--- config.mk ---
export PLATFORM = sky130hd
export DESIGN_NAME = spi_responder_flat
export DESIGN_NICKNAME = d
export VERILOG_FILES = /design/src/rtl/spi_pkg.sv /design/src/rtl/spi_responder_if.sv /design/src/rtl/sync_edge.sv /design/src/rtl/spi_responder.sv /design/src/flat_wrapper.sv
export SDC_FILE = /design/constraint.sdc
export NUM_CORES = 1
export LEC_CHECK = 0
export ABC_AREA = 1
export CAP_MARGIN = 10
export CORE_MARGIN = 4
export CORE_UTILIZATION = 40
export CTS_BUF_LIST = sky130_fd_sc_hd__clkbuf_2 sky130_fd_sc_hd__clkbuf_4 sky130_fd_sc_hd__clkbuf_8
export DETAILED_ROUTE_END_ITERATION = 16
export SYNTH_ARGS = -nofsm -noshare
export SYNTH_HDL_FRONTEND = slang
export SYNTH_SLANG_ARGS = --single-unit
--- constraint.sdc ---
create_clock -name CLK50MHZ -period 4.55 [get_ports CLK50MHZ]
set_input_delay 0.91 -clock CLK50MHZ [delete_from_list [all_inputs] [get_ports CLK50MHZ]]
set_output_delay 0.91 -clock CLK50MHZ [all_outputs]
set_load 0.01 [all_outputs]
--- src/rtl/spi_pkg.sv ---
// rtl/spi_pkg.sv - shared types and constants for the SPI responder
// Purpose: FSM state encoding, SPI mode constants and a clog2 helper.
// Ports: none (package).
package spi_pkg;

  typedef enum logic [1:0] {
    WAIT_CS_HIGH = 2'd0,
    IDLE         = 2'd1,
    SHIFT        = 2'd2,
    DONE         = 2'd3
  } state_t;

  // Mode 0: SCK idles low, data sampled on the leading (rising) edge.
  localparam bit SPI_CPOL = 1'b0;
  localparam bit SPI_CPHA = 1'b0;

  function automatic int clog2(input int value);
    int r;
    r = 0;
    for (int v = value - 1; v > 0; v = v >> 1) begin
      r = r + 1;
    end
    return r;
  endfunction

endpackage

--- src/rtl/spi_responder_if.sv ---
// rtl/spi_responder_if.sv - SPI pin bundle between a master and a responder
// Purpose: groups the four SPI wires; master drives sck/cs/mosi, slave drives miso.
// Ports: none; modports master and slave.
interface spi_responder_if;

  logic spi_sck;
  logic spi_cs;
  logic spi_mosi;
  logic spi_miso;

  modport master (output spi_sck, output spi_cs, output spi_mosi, input spi_miso);
  modport slave  (input spi_sck, input spi_cs, input spi_mosi, output spi_miso);

endinterface

--- src/rtl/sync_edge.sv ---
// rtl/sync_edge.sv - async input synchroniser with edge detect
// Purpose: SYNC_STAGES flop chain plus one delay flop; edges compare the last
//          stage against the delay flop.
// Ports: CLK50MHZ, RST (sync, active-high), async_i (raw pin),
//        level_o (synchronised level), rise_o / fall_o (one-cycle edge pulses).
module sync_edge #(
  parameter int SYNC_STAGES = 2,
  parameter bit RESET_VAL   = 1'b0
) (
  input  logic CLK50MHZ,
  input  logic RST,
  input  logic async_i,
  output logic level_o,
  output logic rise_o,
  output logic fall_o
);

  logic [SYNC_STAGES-1:0] sync_q;
  logic                   dly_q;

  always_ff @(posedge CLK50MHZ) begin
    if (RST) begin
      sync_q <= {SYNC_STAGES{RESET_VAL}};
      dly_q  <= RESET_VAL;
    end else begin
      sync_q <= {sync_q[SYNC_STAGES-2:0], async_i};
      dly_q  <= sync_q[SYNC_STAGES-1];
    end
  end

  assign level_o = sync_q[SYNC_STAGES-1];
  assign rise_o  = sync_q[SYNC_STAGES-1] & ~dly_q;
  assign fall_o  = ~sync_q[SYNC_STAGES-1] & dly_q;

endmodule

--- src/rtl/spi_responder.sv ---
// rtl/spi_responder.sv - SPI mode-0 responder (slave) in the CLK50MHZ domain
// Purpose: oversamples SCK/CS/MOSI, receives a WIDTH-bit word MSB-first and
//          shifts out the reply word captured from data_in at frame start.
// Ports: CLK50MHZ, RST (sync, active-high); spi (slave modport: sck, cs, mosi in,
//        miso out, registered); data_in (reply word); data_out (last complete
//        word, held); rx_valid (one-cycle pulse on data_out update);
//        busy (frame in progress).
// Optional: define SPI_RESPONDER_FRAME_ERR_EN to add frame_err, pulsed on an
//           aborted frame or on an SCK rise after the word completed.
module spi_responder
  import spi_pkg::*;
#(
  parameter int WIDTH       = 32,
  parameter int SYNC_STAGES = 2
) (
  input  logic             CLK50MHZ,
  input  logic             RST,
  spi_responder_if.slave   spi,
  input  logic [WIDTH-1:0] data_in,
  output logic [WIDTH-1:0] data_out,
  output logic             rx_valid,
  output logic             busy
`ifdef SPI_RESPONDER_FRAME_ERR_EN
  ,
  output logic             frame_err
`endif
);

  localparam int             BCW       = clog2(WIDTH) + 1;
  localparam logic [BCW-1:0] WIDTH_C   = BCW'(WIDTH);
  localparam logic [BCW-1:0] SETTLE_C  = BCW'(SYNC_STAGES);
  localparam bit             SAMPLE_ON_RISE = (SPI_CPOL == SPI_CPHA);

  logic sck_lvl, sck_rise, sck_fall;
  logic cs_lvl, cs_rise, cs_fall;
  logic mosi_lvl, mosi_rise, mosi_fall;

  sync_edge #(.SYNC_STAGES(SYNC_STAGES), .RESET_VAL(1'b0)) u_sync_sck (
    .CLK50MHZ(CLK50MHZ), .RST(RST), .async_i(spi.spi_sck),
    .level_o(sck_lvl), .rise_o(sck_rise), .fall_o(sck_fall)
  );

  sync_edge #(.SYNC_STAGES(SYNC_STAGES), .RESET_VAL(1'b1)) u_sync_cs (
    .CLK50MHZ(CLK50MHZ), .RST(RST), .async_i(spi.spi_cs),
    .level_o(cs_lvl), .rise_o(cs_rise), .fall_o(cs_fall)
  );

  sync_edge #(.SYNC_STAGES(SYNC_STAGES), .RESET_VAL(1'b0)) u_sync_mosi (
    .CLK50MHZ(CLK50MHZ), .RST(RST), .async_i(spi.spi_mosi),
    .level_o(mosi_lvl), .rise_o(mosi_rise), .fall_o(mosi_fall)
  );

  logic unused_sync;
  assign unused_sync = ^{sck_lvl, mosi_rise, mosi_fall};

  logic sample_edge, shift_edge;
  assign sample_edge = SAMPLE_ON_RISE ? sck_rise : sck_fall;
  assign shift_edge  = SAMPLE_ON_RISE ? sck_fall : sck_rise;

  state_t           state_q, state_d;
  logic [BCW-1:0]   bit_cnt_q, bit_cnt_d;
  logic [WIDTH-1:0] tx_shift_q, tx_shift_d;
  logic [WIDTH-1:0] rx_shift_q, rx_shift_d;
  logic [WIDTH-1:0] data_out_q, data_out_d;
  logic             miso_q, miso_d;
  logic             rx_valid_q, rx_valid_d;
  logic             busy_q;
  logic             frame_err_d;

  always_comb begin
    state_d     = state_q;
    bit_cnt_d   = bit_cnt_q;
    tx_shift_d  = tx_shift_q;
    rx_shift_d  = rx_shift_q;
    data_out_d  = data_out_q;
    miso_d      = miso_q;
    rx_valid_d  = 1'b0;
    frame_err_d = 1'b0;
    case (state_q)
      WAIT_CS_HIGH: begin
        // The CS synchroniser resets to 1, so its level means nothing until the
        // chain has been refilled from the pin; bit_cnt counts those cycles.
        miso_d = 1'b0;
        if (bit_cnt_q < SETTLE_C) begin
          bit_cnt_d = bit_cnt_q + BCW'(1);
        end else if (cs_lvl) begin
          bit_cnt_d = '0;
          state_d   = IDLE;
        end
      end
      IDLE: begin
        miso_d = 1'b0;
        if (cs_fall) begin
          tx_shift_d = data_in;
          miso_d     = data_in[WIDTH-1];
          bit_cnt_d  = '0;
          state_d    = SHIFT;
        end
      end
      SHIFT: begin
        // CS rise outranks any SCK edge in the same cycle.
        if (cs_rise) begin
          miso_d  = 1'b0;
          state_d = IDLE;
          if (bit_cnt_q == WIDTH_C) begin
            data_out_d = rx_shift_q;
            rx_valid_d = 1'b1;
          end else begin
            frame_err_d = 1'b1;
          end
        end else if (bit_cnt_q == WIDTH_C) begin
          data_out_d = rx_shift_q;
          rx_valid_d = 1'b1;
          state_d    = DONE;
        end else if (sample_edge) begin
          rx_shift_d = {rx_shift_q[WIDTH-2:0], mosi_lvl};
          bit_cnt_d  = bit_cnt_q + BCW'(1);
        end else if (shift_edge) begin
          tx_shift_d = tx_shift_q << 1;
          miso_d     = tx_shift_q[WIDTH-2];
        end
      end
      DONE: begin
        if (cs_rise) begin
          miso_d  = 1'b0;
          state_d = IDLE;
        end else if (sample_edge) begin
          frame_err_d = 1'b1;
        end
      end
      default: state_d = WAIT_CS_HIGH;
    endcase
  end

  always_ff @(posedge CLK50MHZ) begin
    if (RST) begin
      state_q    <= WAIT_CS_HIGH;
      bit_cnt_q  <= '0;
      tx_shift_q <= '0;
      rx_shift_q <= '0;
      data_out_q <= '0;
      miso_q     <= 1'b0;
      rx_valid_q <= 1'b0;
      busy_q     <= 1'b0;
    end else begin
      state_q    <= state_d;
      bit_cnt_q  <= bit_cnt_d;
      tx_shift_q <= tx_shift_d;
      rx_shift_q <= rx_shift_d;
      data_out_q <= data_out_d;
      miso_q     <= miso_d;
      rx_valid_q <= rx_valid_d;
      busy_q     <= (state_d == SHIFT) || (state_d == DONE);
    end
  end

  assign spi.spi_miso = miso_q;
  assign data_out     = data_out_q;
  assign rx_valid     = rx_valid_q;
  assign busy         = busy_q;

`ifdef SPI_RESPONDER_FRAME_ERR_EN
  logic frame_err_q;
  always_ff @(posedge CLK50MHZ) begin
    if (RST) begin
      frame_err_q <= 1'b0;
    end else begin
      frame_err_q <= frame_err_d;
    end
  end
  assign frame_err = frame_err_q;
`else
  logic unused_frame_err;
  assign unused_frame_err = frame_err_d;
`endif

endmodule

--- src/flat_wrapper.sv ---
// flat-port wrapper written by rule: the top's interface ports become plain ports
module spi_responder_flat import spi_pkg::*;
#(
  parameter int WIDTH       = 32,
  parameter int SYNC_STAGES = 2
)
  (CLK50MHZ, RST, data_in, data_out, rx_valid, busy, spi_spi_sck, spi_spi_cs, spi_spi_mosi, spi_spi_miso);
  spi_responder_if spi_i ();
  input  logic CLK50MHZ;
  input  logic RST;
  input  logic [WIDTH-1:0] data_in;
  output logic [WIDTH-1:0] data_out;
  output logic rx_valid;
  output logic busy;
  input wire logic [$bits(spi_i.spi_sck)-1:0] spi_spi_sck;
  input wire logic [$bits(spi_i.spi_cs)-1:0] spi_spi_cs;
  input wire logic [$bits(spi_i.spi_mosi)-1:0] spi_spi_mosi;
  output wire logic [$bits(spi_i.spi_miso)-1:0] spi_spi_miso;
  assign spi_i.spi_sck = spi_spi_sck;
  assign spi_i.spi_cs = spi_spi_cs;
  assign spi_i.spi_mosi = spi_spi_mosi;
  assign spi_spi_miso = spi_i.spi_miso;
  spi_responder #(.WIDTH(WIDTH), .SYNC_STAGES(SYNC_STAGES)) u_core (.CLK50MHZ(CLK50MHZ), .RST(RST), .spi(spi_i), .data_in(data_in), .data_out(data_out), .rx_valid(rx_valid), .busy(busy));
endmodule
Word level (Yosys, flattened, before mapping)
Index checks and enable logic that the tools add are counted.

word-level totals
  register bits after elaboration = 114
  output and inout port bits = 35

operators by class
  bitwise gates (word level) = 11
  reductions and logical operators = 10
  eq/ne operators = 17
  add/subtract/negate cells = 1
  $lt $le $gt $ge = 1
  mux-type cells = 28

operators by type and width
  kind                                                                  count
  31-bit two-way mux                                                    5
  31-bit one-hot mux with 2 select lines                                1
  6-bit two-way mux                                                     6
  6-bit one-hot mux with 3 select lines                                 1
  2-bit two-way mux                                                     6
  6-bit AND reduction                                                   2
  3-bit by 2-bit != test with 1-bit output, second input constant       3
  2-bit == test, second input constant                                  4
  2-bit by 1-bit != test with 1-bit output, second input constant       4
  2-bit one-hot mux with 4 select lines                                 1
  4-bit AND reduction                                                   2
  1-bit two-way mux                                                     7
  1-bit NOT                                                             7
  6-bit by 1-bit adder with 6-bit output, second input constant         1
  6-bit == test, second input constant                                  1
  6-bit by 2-bit < comparator with 1-bit output, second input constant  1
  2-bit != test, second input constant                                  3
  1-bit AND                                                             4
  1-bit one-hot mux with 4 select lines                                 1
  3-bit by 1-bit != test with 1-bit output, second input constant       1
  3-bit nonzero test                                                    1
  2-bit by 1-bit == test with 1-bit output, second input constant       1
  2-bit logical NOT                                                     1
  2-bit AND reduction                                                   1
  other kinds (3)                                                       3

Longest topological paths before layout
Gate-level depths: netlist of the first run.

  word-level depth = 7
  mapped depth = 12
  gate-level depth less buffers = 11

By module
A second synthesis of the first run with hierarchy kept.

unflattened totals
  cell total of the unflattened synthesis = 676
  area, all modules = 4,710.8 um^2

by module, submodules not included
  module                              area an instance (um^2)  instances  cells an instance  seq. area each (um^2)
  spi_responder                       4,425.5                  1          639                2,102.0
  sync_edge (u_core.u_sync_mosi ...)  93.8                     2          12                 60.1
  sync_edge (u_core.u_sync_cs)        97.6                     1          13                 60.1

Worst setup path after synthesis of the first run
No wires, ideal clock.

  path type = input to register
  start = input port RST
  end = register u_core.data_out_q[1], in the netlist u_core.data_out[1]
  setup time = 0.070 ns
  path slack = 2.765 ns
  buffers on the path = 3
  data arrival time = 1.715 ns
  data required time = 4.480 ns
  stages on the path = 6
  cells stage by stage = buf_2 > inv_2 > buf_2 > clkbuf_1 > o21ai_0 > a21oi_1

RTL lines
  item                  line                  source
  from (decl)           flat_wrapper.sv:10    input logic RST;
  to (signal assigned)  spi_responder.sv:150  data_out_q <= data_out_d;
  to (decl)             spi_responder.sv:64   logic [WIDTH-1:0] data_out_q, data_out_d;

==> results of run 1 <==
-- where the power goes --
| part | total (mW) | switching [mW] | internal [mW] |
|---|---|---|---|
| Combinational | 0.550 | 0.334 | 0.217 |
| Sequential | 1.18 | 0.0802 | 1.10 |
| Clock | 1.00 | 0.413 | 0.586 |
-- flip-flops by register name, summed over array words and instances (netlist names), named ones only --
signal,flops
u_core.u_sync_sck.sync_q,2
u_core.data_out,32
u_core.u_sync_mosi.sync_q,2
u_core.u_sync_sck.dly_q,1
u_core.tx_shift_q,31
u_core.rx_valid,1
u_core.u_sync_cs.sync_q,2
u_core.rx_shift_q,32
u_core.spi.spi_miso,1
u_core.bit_cnt_q,6
u_core.u_sync_cs.dly_q,1
-- routing by layer --
| metal | wire [um] | up-vias | share of wire | GRT usage |
|---|---|---|---|---|
| met5 | 0 | - | 0 | 0 |
| met4 | 117 | 0 | 0.011 | 0.05938 |
| met3 | 428 | 12 | 0.042 | 0.04976 |
| met2 | 4650 | 70 | 0.45 | 0.2274 |
| met1 | 5063 | 1835 | 0.49 | 0.1989 |
| li1 | - | 2140 | - | - |
-- worst reg2reg max path, stage by stage (launching register included) --
cell and delay [ps]:
dfxtp_1 340, inv_1 140, ha_1 760, inv_2 490, a21oi_2 310, nor2_4 90, nand2_8 210, inv_8 170
nor2_2 110, nor2_1 50
-- layout by cell type, fill, tap and decap left out, drive strengths merged --
| cell | netlist | layout |
|---|---|---|
| a21oi | 76 | 76 |
| nor3 | 1 | 1 |
| inv | 56 | 56 |
| ha | 7 | 7 |
| nand3 | 16 | 16 |
| bufinv | 0 | 3 |
| nand2 | 136 | 136 |
| clkbuf | 10 | 20 |
| o21bai | 1 | 1 |
| o21ai | 96 | 96 |
| dfxtp | 113 | 113 |
| o211ai | 1 | 1 |
| xor2 | 1 | 1 |
| buf | 29 | 3 |
| clkinv | 1 | 7 |
| nand4 | 4 | 4 |
| clkinvlp | 0 | 3 |
| clkdlybuf4s50 | 0 | 71 |
| or2 | 2 | 2 |
| nor2 | 81 | 81 |
-- cell families (layout without fill, tap and decap cells) --
| family | Yosys count | count (layout) | synth area share |
|---|---|---|---|
| simple gates | 240 | 240 | 0.2342 |
| xor+xnor | 1 | 1 | 0.001790 |
| flops | 113 | 113 | 0.4623 |
| fa+ha+maj | 7 | 7 | 0.01790 |
| compound gates | 174 | 174 | 0.1805 |
| buf+inv | 96 | 163 | 0.1033 |
-- final cells by class --
cell class,instances,area [um^2],share of cell area
tap,147,183.9,0.03086
inverter,57,222.7,0.03736
clock inverter,12,157.7,0.02645
multi-input combinational,422,2126,0.3566
clock buffer,20,275.3,0.04618
timing repair buffer,74,733.2,0.1230
sequential,113,2262,0.3795
-- final timing paths --
path | slack, ps | from | to | cells past startpoint
worst max-delay path | 1760 | register | u_core.tx_shift_q[14] | 9
worst min-delay path | 410 | u_core.u_sync_cs.sync_q[0] | u_core.u_sync_cs.sync_q[1] | 1
worst max register to register | 1760 | register | u_core.tx_shift_q[14] | 9
worst min register to register | 410 | u_core.u_sync_cs.sync_q[0] | u_core.u_sync_cs.sync_q[1] | 1
-- per-stage QoR --
| step | worst slack [ps] | cell area [um^2] | utilization | std cells |
|---|---|---|---|---|
| finish | 1764 | 5961 | 0.4963 | 845 |
| global route | 1464 | 5961 | 0.4963 | 845 |
| CTS | 1746 | 5961 | 0.4963 | 845 |
| detailed placement | 1321 | 5528 | 0.4602 | 813 |
| global placement | 1339 | 5528 | 0.4602 | 813 |
| floorplan | 2765 | 4893 | - | 631 |
==> key figures, run 1 <==
Run status
  • Status: finished, final reports clean

STA
  • Min Hold Slack: ~410 ps
  • RSZ-0062 raised after global routing: no
  • Worst slew margin: 0.4066
  • Crit share post-route: 0.6123
  • Slew Viols, Final: 0
  • Setup TNS: 0 ps
  • Max Freq: 358.9 MHz
  • Endpoints failing setup: 0
  • Final min period: approximately 2800 ps
  • Max Clock Skew: roughly 11 ps
  • Final Hold Fails: 0
  • Measured slew at the worst slew-check pin: ~890 ps

Drt
  • # DRC: 0
  • Drt initial violations: between 300 and 400
  • Via-to-Cell Ratio: about 4.8
  • Wire length per cell: around 12 um
  • WL final: ~10000 um
  • 1st-pass router iterations: 4
  • Vias: just over 4000
  • Final ANT Viol Nets: 0

Die
  • Core Area: between 0.01 and 0.015 mm^2
  • Chip Width: 118.6 um
  • Die outline height: approximately 120 um
  • Initial Util: 0.4074
  • Total I/O pin count: 72
  • Row count: 40
  • DIE AREA: 0.01407 mm^2

CTS
  • Post-CTS Resized: 0
  • Total CTS buffers: 17
  • Clock sinks: 113
  • Worst-Skew Late Latency: 420 ps
  • CTS Hold Bufs: 0
  • Htree depth: 4
  • Root Buffer Master: clkbuf_8
  • TritonCTS clock tree: done
  • Clk buf depth: 2
  • Setup bufs post-CTS: 0
  • Clock transition at the registers of the reported paths: 60 ps

Placed design
  • Port bufs: 71
  • Dpl hpwl: around 6500 um
  • Final Wtd Congestion: ~0.81

Worst setup path
  • CP startpoint kind: register
  • Largest stage delay, worst path: roughly 760 ps
  • Crit-path cells: inv_1 > ha_1 > inv_2 > a21oi_2 > nor2_4 > nand2_8 > inv_8 > nor2_2 > nor2_1
  • Worst setup EP type: register
  • Family with the most delay on the worst path: buffers and inverters
  • Slowest cell on crit path: ha_1
  • CP bufs+invs: 3
  • Worst Path Class, Setup: reg -> reg
  • Critical Path RT: between 4000 and 5000 ps
  • CP max FO: 34
  • Data arrival time of the worst path: 3100 ps

Yosys
  • Async set-reset flop share out of synthesis: 0
  • Synth top cells by count: nand2_1, dfxtp_1, a21oi_1
  • Top FF cell, synth: dfxtp_1
  • Synth Area per Inst: approximately 7.8 um^2
  • EDFF count, synth: 0
  • Synth Cell Area: 0.004893 mm^2
  • Top-count cell post-synth: nand2_1
  • Area contributors post-synth: dfxtp_1, nand2_1, a21oi_1
  • YS warnings: 0
  • Synth top area share: 0.4623
  • Synthesized instance count: approximately 630
  • Sequential fraction of the synthesis area: 0.4623
  • Syn nets: just under 700
  • Yosys cell types: 34
  • #FFs+latches synth: roughly 110
  • Cell taking the most area after synthesis: dfxtp_1

Finish
  • Nets: ~730
  • Fraction of layout cells with a size suffix above 1: 0.1289
  • Filler cells: 1215
  • Syn-to-layout area delta: 21.81%
  • Antenna Cells: 0

Global route
  • Initial antenna violation count: 0
  • Gr ovfl total: 0
  • Vias in the first global route: about 3800
  • First-pass GRT wire length: 17600 um
  • Largest net degree at the start of global routing: between 60 and 70
  • GRT Util Overall: 0.1506

Power
  • Total Power: between 2 and 3 mW
  • Power Density: around 460 mW/mm^2
  • Lkg Pwr: 2.402 nW
  • Peak VDD IR: between 0.0002 and 0.00025 V

Job
  • Max-Cap Viols: 0

Min path
  • Min-Delay Path Class: reg -> reg
Note: power is estimated with default switching activity, not from simulation.
==> run 2: changes to the inputs <==
- clock period: 4.55 -> 2.54 ns (I/O delays scaled with it)
==> run 2 against run 1 <==
  * Sequential share of layout area decreased by 0.24 points
  * Flip-flop and latch count unchanged
  * Clock skew about the same
  * Final cell count is 0.71% higher
  * Maximum frequency is 28% higher
  * Highest routed layer unchanged
  * Global-route usage rose by 0.72 points
  * Design area is 0.63% higher
  * Total power rose by 77%
  * Non-clock buffer count up 6
  * Largest power group unchanged
==> key figures, run 2 (synthesis results as in run 1) <==
STA
  • RSZ-0062 raised after global routing: no
  • Max Freq: roughly 460 MHz
  • Final Hold Fails: 0
  • Measured slew at the worst slew-check pin: between 600 and 700 ps
  • Slew Viols, Final: 0
  • Setup TNS: 0 ps
  • Worst slew margin: 0.5363
  • Endpoints failing setup: 0
  • Final setup margin: about 370 ps
  • Final min period: ~2200 ps
  • Max Clock Skew: roughly 10 ps
  • Min Hold Slack: slightly above 400 ps
  • Crit share post-route: 0.8549

Die
  • Die outline height: 118.6 um
  • Chip Width: 118.6 um
  • Initial Util: 0.4074
  • Core Area: approximately 0.012 mm^2
  • Total I/O pin count: roughly 70
  • DIE AREA: ~0.014 mm^2
  • Row count: 40

Run status
  • Status: finished, final reports clean

Drt
  • # DRC: 0
  • 1st-pass router iterations: 4
  • Vias: between 4000 and 5000
  • Wire length per cell: 12.38 um
  • Met3 routed wirelength: approximately 540 um
  • WL final: 10540 um
  • Final ANT Viol Nets: 0
  • WL met2: ~4800 um
  • Drt initial violations: around 300
  • Top Layer Used: met4
  • DRT met1 WL: a little over 5000 um
  • Via-to-Cell Ratio: 4.723

Placed design
  • Dpl ws: between 300 and 400 ps
  • Dpl hpwl: roughly 6700 um
  • Placed Cells: 819
  • Port bufs: between 70 and 80
  • Final Wtd Congestion: just over 0.8

Worst setup path
  • Setup crit end: u_core.data_out[29]
  • Worst Path Class, Setup: reg -> reg
  • Critical Path RT: about 2800 ps
  • CP max FO: 64
  • RR Endpoint: u_core.data_out[29]
  • Worst setup EP type: register
  • Data arrival time of the worst path: between 2000 and 2500 ps
  • Reg2reg path depth: 6
  • Register-to-register setup slack: 370 ps
  • CP startpoint kind: register

Global route
  • GRT Util Overall: 0.1578
  • Vias in the first global route: a little under 4000
  • Gr ovfl total: 0
  • Initial antenna violation count: 0
  • First-pass GRT wire length: roughly 18000 um
  • Largest net degree at the start of global routing: between 60 and 70

CTS
  • Clock transition at the registers of the reported paths: roughly 70 ps
  • Clock sinks: around 110
  • Htree depth: 4
  • Worst-Skew Late Latency: 430 ps
  • TritonCTS clock tree: done
  • Setup bufs post-CTS: 0
  • Post-CTS Resized: 0
  • Total CTS buffers: 17
  • CTS Hold Bufs: 0
  • Clk buf depth: 2
  • Root Buffer Master: clkbuf_8

Power
  • Power Density: roughly 800 mW/mm^2
  • Peak VDD IR: 0.0004134 V
  • Lkg Pwr: approximately 2.4 nW

Finish
  • Antenna Cells: 0
  • Syn-to-layout area delta: 22.58%
  • Non-Filler Instances: ~850
  • Most common cell after layout, fill and taps aside: nand2_1
  • Most frequent cells in the layout: nand2_1, dfxtp_1, a21oi_1, clkdlybuf4s50_1, o21ai_0
  • Fraction of layout cells with a size suffix above 1: 0.1364
  • Nets: around 740
  • Filler cells: approximately 1200

Min path
  • Min-Delay Path Class: reg -> reg
  • Hold_sp: u_core.u_sync_sck.sync_q[0]

Job
  • Max-Cap Viols: 0
[run 2: changes by cell type in the layout (fill, tap and decap cells not counted)]
cell | previous run | this run
buf_4 | 3 | 8
clkinv_4 | 4 | 5
clkinv_2 | 3 | 4
buf_12 | 0 | 1
clkbuf_8 | 20 | 17
clkbuf_4 | 0 | 2
clkinvlp_4 | 3 | 2
[run 2: worst min-delay path by stage]
stage                                         to  cells past startpoint  slack, ps
floorplan           u_core.u_sync_mosi.sync_q[1]                      2        390
global placement     u_core.u_sync_sck.sync_q[1]                      2        390
detailed placement    u_core.u_sync_cs.sync_q[1]                      1        400
CTS                  u_core.u_sync_sck.sync_q[1]                      2        410
global route         u_core.u_sync_sck.sync_q[1]                      2        420
finish               u_core.u_sync_sck.sync_q[1]                      2        400
[run 2: layout make-up]
cell class	count	area (um^2)	area share
tap	147	183.9	0.03066
sequential	113	2262	0.3771
timing repair buffer	80	790.8	0.1318
clock buffer	19	249.0	0.04151
multi-input combinational	422	2126	0.3544
clock inverter	13	163.9	0.02733
inverter	57	222.7	0.03713
[run 2: power breakdown]
part           leakage [nW]  total (mW)  switching (mW)  internal (mW)
clock network         0.206        1.74           0.744          0.992
registers             0.917        2.11           0.140           1.97
logic                  1.31       0.994           0.604          0.390
[run 2: layer usage]
layer  vias up  global-route usage
met2        74              0.2469
met4         0             0.05938
met1      1794              0.2005
li1       2138                   -
met5         -                   0
met3        13             0.05502
[run 2: critical path, cell delays in order, from the launching register on]
cell      delay, ps
dfxtp_1         350
inv_1           110
ha_1            330
nand4_4         180
clkinv_2        550
o21ai_0         450
a21oi_1          60
[run 2: per-stage QoR]
step / power [mW] / area, um^2 / util
floorplan: 3.059 / 4893 / -
global placement: 3.110 / 5585 / 0.4650
detailed placement: 3.142 / 5585 / 0.4650
CTS: 4.895 / 5998 / 0.4994
global route: 5.144 / 5998 / 0.4994
finish: 4.840 / 5998 / 0.4994
==> run 3: changes to the inputs <==
- SLEW_MARGIN: unset -> 25
==> results of run 3 <==
The final DEF is identical to that of run 2; final timing and power are the same.
